--- config.mk ---
export PLATFORM = sky130hd
export DESIGN_NAME = aurora_tx_arbiter
export DESIGN_NICKNAME = d
export VERILOG_FILES = /design/src/rtl/aurora_tx_arbiter.sv
export SDC_FILE = /design/constraint.sdc
export NUM_CORES = 1
export LEC_CHECK = 0
export BUFFER_PORTS_ARGS = -buffer_cell sky130_fd_sc_hd__buf_2
export CELL_PAD_IN_SITES_DETAIL_PLACEMENT = 0
export CELL_PAD_IN_SITES_GLOBAL_PLACEMENT = 2
export CORE_MARGIN = 3
export CORE_UTILIZATION = 31
export DETAILED_ROUTE_END_ITERATION = 10
export PLACE_DENSITY = 0.95
export SETUP_SLACK_MARGIN = 0.3
export SLEW_MARGIN = 20
export SYNTH_ARGS = -nofsm -noshare
export SYNTH_HDL_FRONTEND = slang
export SYNTH_SLANG_ARGS = --single-unit
--- constraint.sdc ---
create_clock -name clk -period 4.4 [get_ports clk]
set_input_delay 0.22 -clock clk [delete_from_list [all_inputs] [get_ports clk]]
set_output_delay 0.22 -clock clk [all_outputs]
set_load 0.1 [all_outputs]
--- src/rtl/aurora_tx_arbiter.sv ---
// Round-robin frame scheduler feeding the Aurora TX AXI4-Stream user port.
// Streams FRAME_WORDS words per grant through a registered, backpressure-aware output stage.
module aurora_tx_arbiter #(
  parameter int unsigned NUM_SRC     = 3,
  parameter int unsigned FRAME_WORDS = 3,
  parameter int unsigned DATA_W      = 32,
  localparam int unsigned GW         = (NUM_SRC > 1) ? $clog2(NUM_SRC) : 1,
  localparam int unsigned KW         = DATA_W / 8
) (
  input  logic                      clk,
  input  logic                      reset,
  input  logic                      en,
  input  logic [NUM_SRC-1:0]        src_req,
  input  logic [NUM_SRC*DATA_W-1:0] src_data,
  output logic [NUM_SRC-1:0]        src_pop,
  output logic [DATA_W-1:0]         m_tdata,
  output logic                      m_tvalid,
  output logic                      m_tlast,
  output logic [KW-1:0]             m_tkeep,
  input  logic                      m_tready,
  output logic [GW-1:0]             grant_id,
  output logic                      busy,
  output logic [15:0]               frame_cnt
);

  localparam int unsigned CW = 8;

  typedef enum logic {IDLE = 1'b0, SEND = 1'b1} state_t;

  state_t              state, state_nxt;
  logic [CW-1:0]       wcnt, wcnt_nxt;
  logic [GW-1:0]       ptr, ptr_nxt, grant_nxt, winner;
  logic [DATA_W-1:0]   data_nxt;
  logic                valid_nxt, last_nxt;
  logic [15:0]         cnt_nxt;
  logic [NUM_SRC-1:0]  pop_c;
  logic [DATA_W-1:0]   words [NUM_SRC];

  for (genvar i = 0; i < NUM_SRC; i++) begin : g_words
    assign words[i] = src_data[i*DATA_W +: DATA_W];
  end

  // First requesting source scanning upward from ptr; lower offsets overwrite later.
  always_comb begin
    int idx;
    winner = ptr;
    for (int i = NUM_SRC - 1; i >= 0; i--) begin
      idx = int'(ptr) + i;
      if (idx >= int'(NUM_SRC)) idx = idx - int'(NUM_SRC);
      if (src_req[GW'(idx)]) winner = GW'(idx);
    end
  end

  always_comb begin
    state_nxt = state;
    wcnt_nxt  = wcnt;
    ptr_nxt   = ptr;
    grant_nxt = grant_id;
    data_nxt  = m_tdata;
    valid_nxt = m_tvalid;
    last_nxt  = m_tlast;
    cnt_nxt   = frame_cnt;
    pop_c     = '0;
    case (state)
      IDLE: begin
        valid_nxt = 1'b0;
        last_nxt  = 1'b0;
        if (en && (|src_req)) begin
          pop_c[winner] = 1'b1;
          grant_nxt     = winner;
          data_nxt      = words[winner];
          valid_nxt     = 1'b1;
          last_nxt      = (FRAME_WORDS == 1);
          wcnt_nxt      = CW'(1);
          state_nxt     = SEND;
        end
      end
      SEND: begin
        if (m_tvalid && m_tready) begin
          if (!m_tlast) begin
            pop_c[grant_id] = 1'b1;
            data_nxt        = words[grant_id];
            last_nxt        = (wcnt == CW'(FRAME_WORDS - 1));
            wcnt_nxt        = wcnt + CW'(1);
          end else begin
            valid_nxt = 1'b0;
            last_nxt  = 1'b0;
            cnt_nxt   = frame_cnt + 16'd1;
            ptr_nxt   = (grant_id == GW'(NUM_SRC - 1)) ? '0 : grant_id + GW'(1);
            state_nxt = IDLE;
          end
        end
      end
      default: state_nxt = IDLE;
    endcase
  end

  // Pops are suppressed while reset is held so sources never advance during reset.
  assign src_pop = reset ? pop_c : '0;

  always_ff @(posedge clk or negedge reset) begin
    if (!reset) begin
      state     <= IDLE;
      wcnt      <= '0;
      ptr       <= '0;
      grant_id  <= '0;
      m_tdata   <= '0;
      m_tvalid  <= 1'b0;
      m_tlast   <= 1'b0;
      m_tkeep   <= '0;
      busy      <= 1'b0;
      frame_cnt <= '0;
    end else begin
      state     <= state_nxt;
      wcnt      <= wcnt_nxt;
      ptr       <= ptr_nxt;
      grant_id  <= grant_nxt;
      m_tdata   <= data_nxt;
      m_tvalid  <= valid_nxt;
      m_tlast   <= last_nxt;
      m_tkeep   <= valid_nxt ? '1 : '0;
      busy      <= (state_nxt == SEND);
      frame_cnt <= cnt_nxt;
    end
  end

endmodule
==> results.md, run 1 <==
- Status: complete, but fails checks
- Failing checks: hold timing
- CTS tree: yes
- Final Setup Violations: 0
- Grt total ovfl: 0
- Final Util: 0.424
- Post-route ant nets: 0
- DPL Wire Length: 10200 um
- Post-Syn Area per Cell: 9.09 um^2
- Actual slew at the worst max-slew pin: 1.06 ns
- Layout net count: 732
- DP Worst Slack: 1.33 ns
- Worst R2R Setup Slack: 1.45 ns
- Commonest non-fill, non-tap cells in the layout: buf_2 (162), mux2i_1 (65), dfrtp_1 (62)
- Share of cells above drive strength 1: 0.315
- Min Tclk post-route: 3.43 ns
- # IOs: 163
- Register area share after synthesis: 0.357
- Crit. End Element: output pin
- Post-placement cell count: 788
- IO Port Bufs: 162
- TritonRoute pass-1 iters: 5
- Final WS setup: 0.970 ns
- Area contributors post-synth: dfrtp_1 (36%), mux2i_1 (15%), o2111ai_1 (6.1%), a211oi_1 (5.4%), a31oi_1 (4.7%)
- Worst vdd ir: 0.000475 V
- Maximum Capacitance Violations: 0
- Final TNS setup: 0 ns
- Post-CTS Resized: 0
- Non-filler instance count after layout: 804
- First-pass GRT wire length: 24700 um
- Clock Pin Slew Worst Setup and Hold Paths: 0.06 ns
- Sw Share: 0.580
- Flop pwr share: 0.201
- Initial antenna violation count: 0
- Yosys warnings: 0
- Total power: 4.97 mW
- Most used DFF post-synth: dfrtp_1
- Vias in the first global route: 4664
- Tot GR Track Use: 0.191
- Die ar.: 15700 um^2
- Root buf cell: clkbuf_16
- Synth top area share: 0.357
- Synthesized Nets: 595
- Initial drt markers: 255
- Commonest non-fill, non-tap cell in the layout: buf_2
- Initial Util: 0.326
- # diodes: 0
- Hold Crit Class: primary input to async pin
- Layout area overhead: 30.1%
- Final Hold Fails: 30
- Fin crit share: 0.780
- Synthesis-stage register bit count: 63
- Critical Path AT: 3.21 ns
- H-Tree Depth: 3
- WL/cell: 19.1 um
- Synthesized area: 4420 um^2
- Hold Buf Count CTS: 0
- Residual DRC count: 0
- Final Hold Slack: -0.0237 ns
- Reg2Reg Depth: 8
- Data required time at the worst endpoint: 4.18 ns
- Post-synthesis cell count: 486
- Comb power frac: 0.618
- Power Dens Cells: 866 nW/um^2
- Clock Sinks: 63
- RSZ-0062 raised after global routing: no
- P_int: 2.09 mW
- Ys async rst share: 1.00
- Post-synth EDFFs: 0
- Clock buffer depth: 2
- Final Max Slew Viols: 0
- Row Count: 42
- Drt total wl: 15300 um
- Largest net degree at the start of global routing: 44
- CORE AREA: 13600 um^2
- Max-slew headroom: 0.289
- Clk pwr share: 0.180
- Lkg Pwr: 2.65 nW
- Vias per cell: 5.69
- Final GP Congestion: 0.814
- Final Skew: 0.00750 ns
- Fmax achieved: 0.292 GHz
- Type of the worst setup path: flop to output pin
- Post-synth cell types: 50
- # Post-CTS Setup Buffers: 0
- Die Y: 125 um
- Via count: 4577
- Leading area contributor after synthesis: dfrtp_1
- Crit path max fanout: 16
- Clk_lat worst skew: 0.33 ns
- CTS Buf Count: 9
- CP startpoint kind: flop
- Net Sw Power: 2.88 mW
- Die W: 125 um
## cell families after synthesis
kind of cell / Yosys count / share of synthesized area
AOI/OAI and AO/OA: 156 / 0.245
muxes: 67 / 0.152
xor gates and xnor gates: 21 / 0.0417
buffers and inverters: 58 / 0.0561
adders and majority gates: 6 / 0.0170
DFF: 63 / 0.357
and+or+nand+nor: 115 / 0.131
## worst paths after layout
path	startpoint	to
max reg2reg	ptr[0]	m_tdata[1]
max	ptr[0]	src_pop[0]
max in group asynchronous	reset	m_tdata[11]
min reg2reg	frame_cnt[15]	frame_cnt[15]
min	reset	ptr[0]
min in group clk	src_data[86]	m_tdata[22]
## flip-flops by register name (all words and copies together), names as in the netlist
name	flops
grant_id	2
m_tlast	1
m_tdata	32
wcnt	8
frame_cnt	16
state	1
m_tkeep	1
ptr	2
## Yosys cell counts, types with 2 or more instances
cell,instances
clkbuf_1,36
inv_1,10
and4_1,3
xor2_1,8
nand3_1,7
dfrtp_1,63
buf_1,2
nor2b_1,5
nand4_1,6
ha_1,6
nor3b_1,3
o21ai_1,2
buf_4,7
nor2_1,14
nand3b_1,4
nand2b_1,4
nor3_1,4
o21a_1,2
nand2_1,50
mux2_1,2
mux2i_1,65
nor4_1,2
o2111ai_1,31
or3_1,2
xnor2_1,13
a31oi_1,33
o21ai_0,37
a211oi_1,32
a21oi_1,3
a21boi_1,3
o211ai_1,3
and3_1,3
o31ai_1,2
buf_2,3
## per-stage QoR
stage | hold WS [ns] | cell area [um^2]
2_1_floorplan | -0.0756 | 4420
3_3_place_gp | 0.356 | 5370
3_5_place_dp | 0.352 | 5370
4_1_cts | 0.00232 | 5740
5_1_grt | 0.0377 | 5740
6_report | -0.0237 | 5740
## power groups by stage
stage / combinational (mW) / sequential, mW / clock (mW)
finish: 3.08 / 1.00 / 0.897
global route: 3.23 / 1.03 / 0.947
CTS: 3.08 / 0.999 / 0.914
detailed placement: 3.08 / 0.999 / 0
global placement: 3.03 / 0.999 / 0
floorplan: 1.26 / 2.16 / 0
## cell type report
class / count / area [um^2]
Inverter: 10 / 37.5
Multi-Input combinational cell: 365 / 2640
Tap cell: 176 / 220
Fill cell: 1364 / 7820
Clock buffer: 9 / 225
Timing Repair Buffer: 174 / 901
Sequential cell: 63 / 1580
Clock inverter: 7 / 145
## worst max-delay path, stage by stage (launching register included)
cell and delay, ns:
dfrtp_1 0.41, inv_1 0.15, ha_1 0.39, mux2i_1 0.37, nor3b_1 0.11, o21ai_2 0.17, buf_4 0.25, or4b_1 0.46
a21boi_1 0.13, buf_2 0.44
## metal layers
layer | vias to the layer above | global-route usage | share of wire
li1 | 2125 | - | -
met1 | 2259 | 0.252 | 0.45
met2 | 184 | 0.315 | 0.48
met3 | 9 | 0.0452 | 0.067
met4 | 0 | 0.0478 | 0.0071
met5 | - | 0 | 0
Note: power is estimated with default switching activity, not from simulation.
==> run 2: changes to the inputs <==
Settings changed: CORE_UTILIZATION 31 to 26, PLACE_DENSITY 0.95 to 0.88.
Clock period 4.4 ns to 2.8 ns, I/O delays scaled along.
==> run 2 against run 1 <==
Against the previous run:
- the run now ends clean
- clock skew shrank 0.0032 ns
- setup slack got worse by 0.91 ns
- clock power is 52% higher
- core utilization shrank 2.6 points
- power rose by 74%
- register-to-register slack got worse by 1.3 ns
- critical path type unchanged
- largest power group unchanged
- highest routed layer unchanged
==> results.md, run 2 (synthesis gave the netlist of run 1 again) <==
- Commonest non-fill, non-tap cells in the layout: buf_2 (159), dfrtp_1 (58), mux2i_1 (55) (was buf_2 (162), mux2i_1 (65), dfrtp_1 (62))
- H-Tree Depth: 3 (unchanged)
- Root buf cell: clkbuf_16 (unchanged)
- Initial Util: 0.266 (was 0.326)
- Vias per cell: 5.43 (was 5.69)
- Crit. End Element: output pin (unchanged)
- DPL Wire Length: 11200 um (was 10200 um)
- RR Endpoint: m_tdata[23] (was m_tdata[1])
- Clock Pin Slew Worst Setup and Hold Paths: 0.06 ns (about the same)
- Post-placement cell count: 840 (was 788)
- # IOs: 163 (unchanged)
- Maximum Capacitance Violations: 0 (unchanged)
- Worst setup path endpoint: src_pop[0] (unchanged)
- Hold Crit Class: primary input to flop (was primary input to async pin)
- Crit path max fanout: 7 (was 16)
- Vias in the first global route: 4922 (was 4664)
- Fin crit share: 0.978
- Total power: 8.65 mW (was 4.97 mW)
- Post-route ant nets: 0 (unchanged)
- Share of cells above drive strength 1: 0.415 (was 0.315)
- Final Setup Violations: 0 (unchanged)
- Non-filler instance count after layout: 888 (was 804)
- Worst R2R Setup Slack: 0.20 ns (was 1.45 ns)
- Layout area overhead: 49.3% (was 30.1%)
- Largest net degree at the start of global routing: 38 (was 44)
- Max reg flops: 32 (unchanged)
- Min Tclk post-route: 2.74 ns
- Actual slew at the worst max-slew pin: 0.901 ns (was 1.06 ns)
- Lkg Pwr: 2.94 nW (was 2.65 nW)
- Row Count: 47 (was 42)
- Top flop regs: m_tdata x32, frame_cnt x16, wcnt x8 (unchanged)
- Data required time at the worst endpoint: 2.66 ns (was 4.18 ns)
- CP startpoint kind: flop (unchanged)
- Final Skew: 0.00427 ns (was 0.00750 ns)
- Status: completed (was complete, but fails checks)
- Final Hold Slack: 0.121 ns (was -0.0237 ns)
- Final Max Slew Viols: 0 (unchanged)
- CTS tree: yes (unchanged)
- Dpl cell area: 5580 um^2 (was 5370 um^2)
- RSZ-0062 raised after global routing: yes (was no)
- Worst vdd ir: 0.000738 V (was 0.000475 V)
- Critical Path AT: 2.60 ns (was 3.21 ns)
- TritonRoute pass-1 iters: 5 (unchanged)
- # diodes: 0 (unchanged)
- Residual DRC count: 0 (unchanged)
- IO Port Bufs: 162 (unchanged)
- Reg2Reg Depth: 12 (was 8)
- Crit path launch: ptr[0] (unchanged)
- Drt total wl: 17400 um (was 15300 um)
- Tot GR Track Use: 0.175 (was 0.191)
- Type of the worst setup path: flop to output pin (unchanged)
- Die W: 136 um (was 125 um)
- Most flop-heavy register: m_tdata (unchanged)
- Clock buffer depth: 2 (unchanged)
- Clk_lat worst skew: 0.34 ns (was 0.33 ns)
- Die Y: 136 um (was 125 um)
- Via count: 4823 (was 4577)
- Fmax achieved: 0.365 GHz
- Worst R2R Start: ptr[0] (unchanged)
- Final GP Congestion: 0.852 (was 0.814)
- Power Dens Cells: 1310 nW/um^2 (was 866 nW/um^2)
- Clock Sinks: 63 (unchanged)
- Layout net count: 772 (was 732)
- CORE AREA: 16600 um^2 (was 13600 um^2)
- CTS Buf Count: 9 (unchanged)
- Initial drt markers: 259 (was 255)
- Final Util: 0.397 (was 0.424)
- Die ar.: 18600 um^2 (was 15700 um^2)
- Max-slew headroom: 0.397 (was 0.289)
- Grt total ovfl: 0 (unchanged)
- Commonest non-fill, non-tap cell in the layout: buf_2 (unchanged)
- Finished Cell Area: 6590 um^2 (was 5740 um^2)
- Final Hold Fails: 0 (was 30)
- Initial antenna violation count: 0 (unchanged)
- WL/cell: 19.6 um (was 19.1 um)
- First-pass GRT wire length: 25400 um (was 24700 um)
==> run 2: cell types whose count changed in the layout (fill, tap and decap cells not counted), sizes merged <==
cell	delta
buf	+34
clkbuf	+6
dlygate4sd3	+2
bufinv	-1
clkinv	-1
==> run 2: stage by stage <==
stage / setup slack (ns) / setup TNS, ns
4_1_cts: 0.0937 / 0
3_3_place_gp: 0.144 / 0
5_1_grt: -0.0260 / -0.0480
2_1_floorplan: 0.146 / 0
3_5_place_dp: 0.0216 / 0
6_report: 0.0625 / 0
==> run 2: metal layers <==
metal,part of all wire,global-route usage
met1,0.41,0.210
met2,0.50,0.302
met3,0.064,0.0352
met4,0.024,0.0750
met5,0,0
==> run 2: area by class of cell <==
type / instances / area [um^2]
Clock buffer: 11 / 243
Clock inverter: 5 / 106
Fill cell: 1652 / 9990
Inverter: 10 / 40.0
Multi-Input combinational cell: 365 / 2890
Sequential cell: 63 / 1580
Tap cell: 220 / 275
Timing Repair Buffer: 214 / 1450
==> run 2: worst min-delay path by stage <==
stage                            start      endpoint  slack, ns  depth (start not counted)
after floorplan                  reset  frame_cnt[0]      -0.16                          0
after global placement           reset  frame_cnt[4]       0.11                          1
after detailed placement         reset  frame_cnt[4]       0.12                          1
after CTS                 src_data[84]   m_tdata[20]       0.11                          3
after global routing      src_data[92]   m_tdata[28]       0.13                          3
final                     src_data[90]   m_tdata[26]       0.12                          3
==> run 2: critical path: stages, from the launching register on <==
cell and delay (ns):
dfrtp_2 0.45, inv_4 0.08, ha_4 0.22, buf_6 0.14, nor3b_4 0.15, o31a_1 0.30
or4b_4 0.55, a21boi_4 0.17, buf_12 0.19
==> run 2: timing repair <==
action	in CTS	in global routing
pin swaps	11	33
endpoints found under the setup margin	35	35
cloned	0	6
buffers inserted	12	12
endpoints found under the hold margin	12	0
hold buffers	2	0
gates resized for setup	23	52
==> run 2: report_power, final <==
| part | total (mW) | switching, mW | internal (mW) |
|---|---|---|---|
| registers | 1.52 | 0.287 | 1.24 |
| clock network | 1.36 | 0.460 | 0.897 |
| logic | 5.77 | 4.08 | 1.69 |
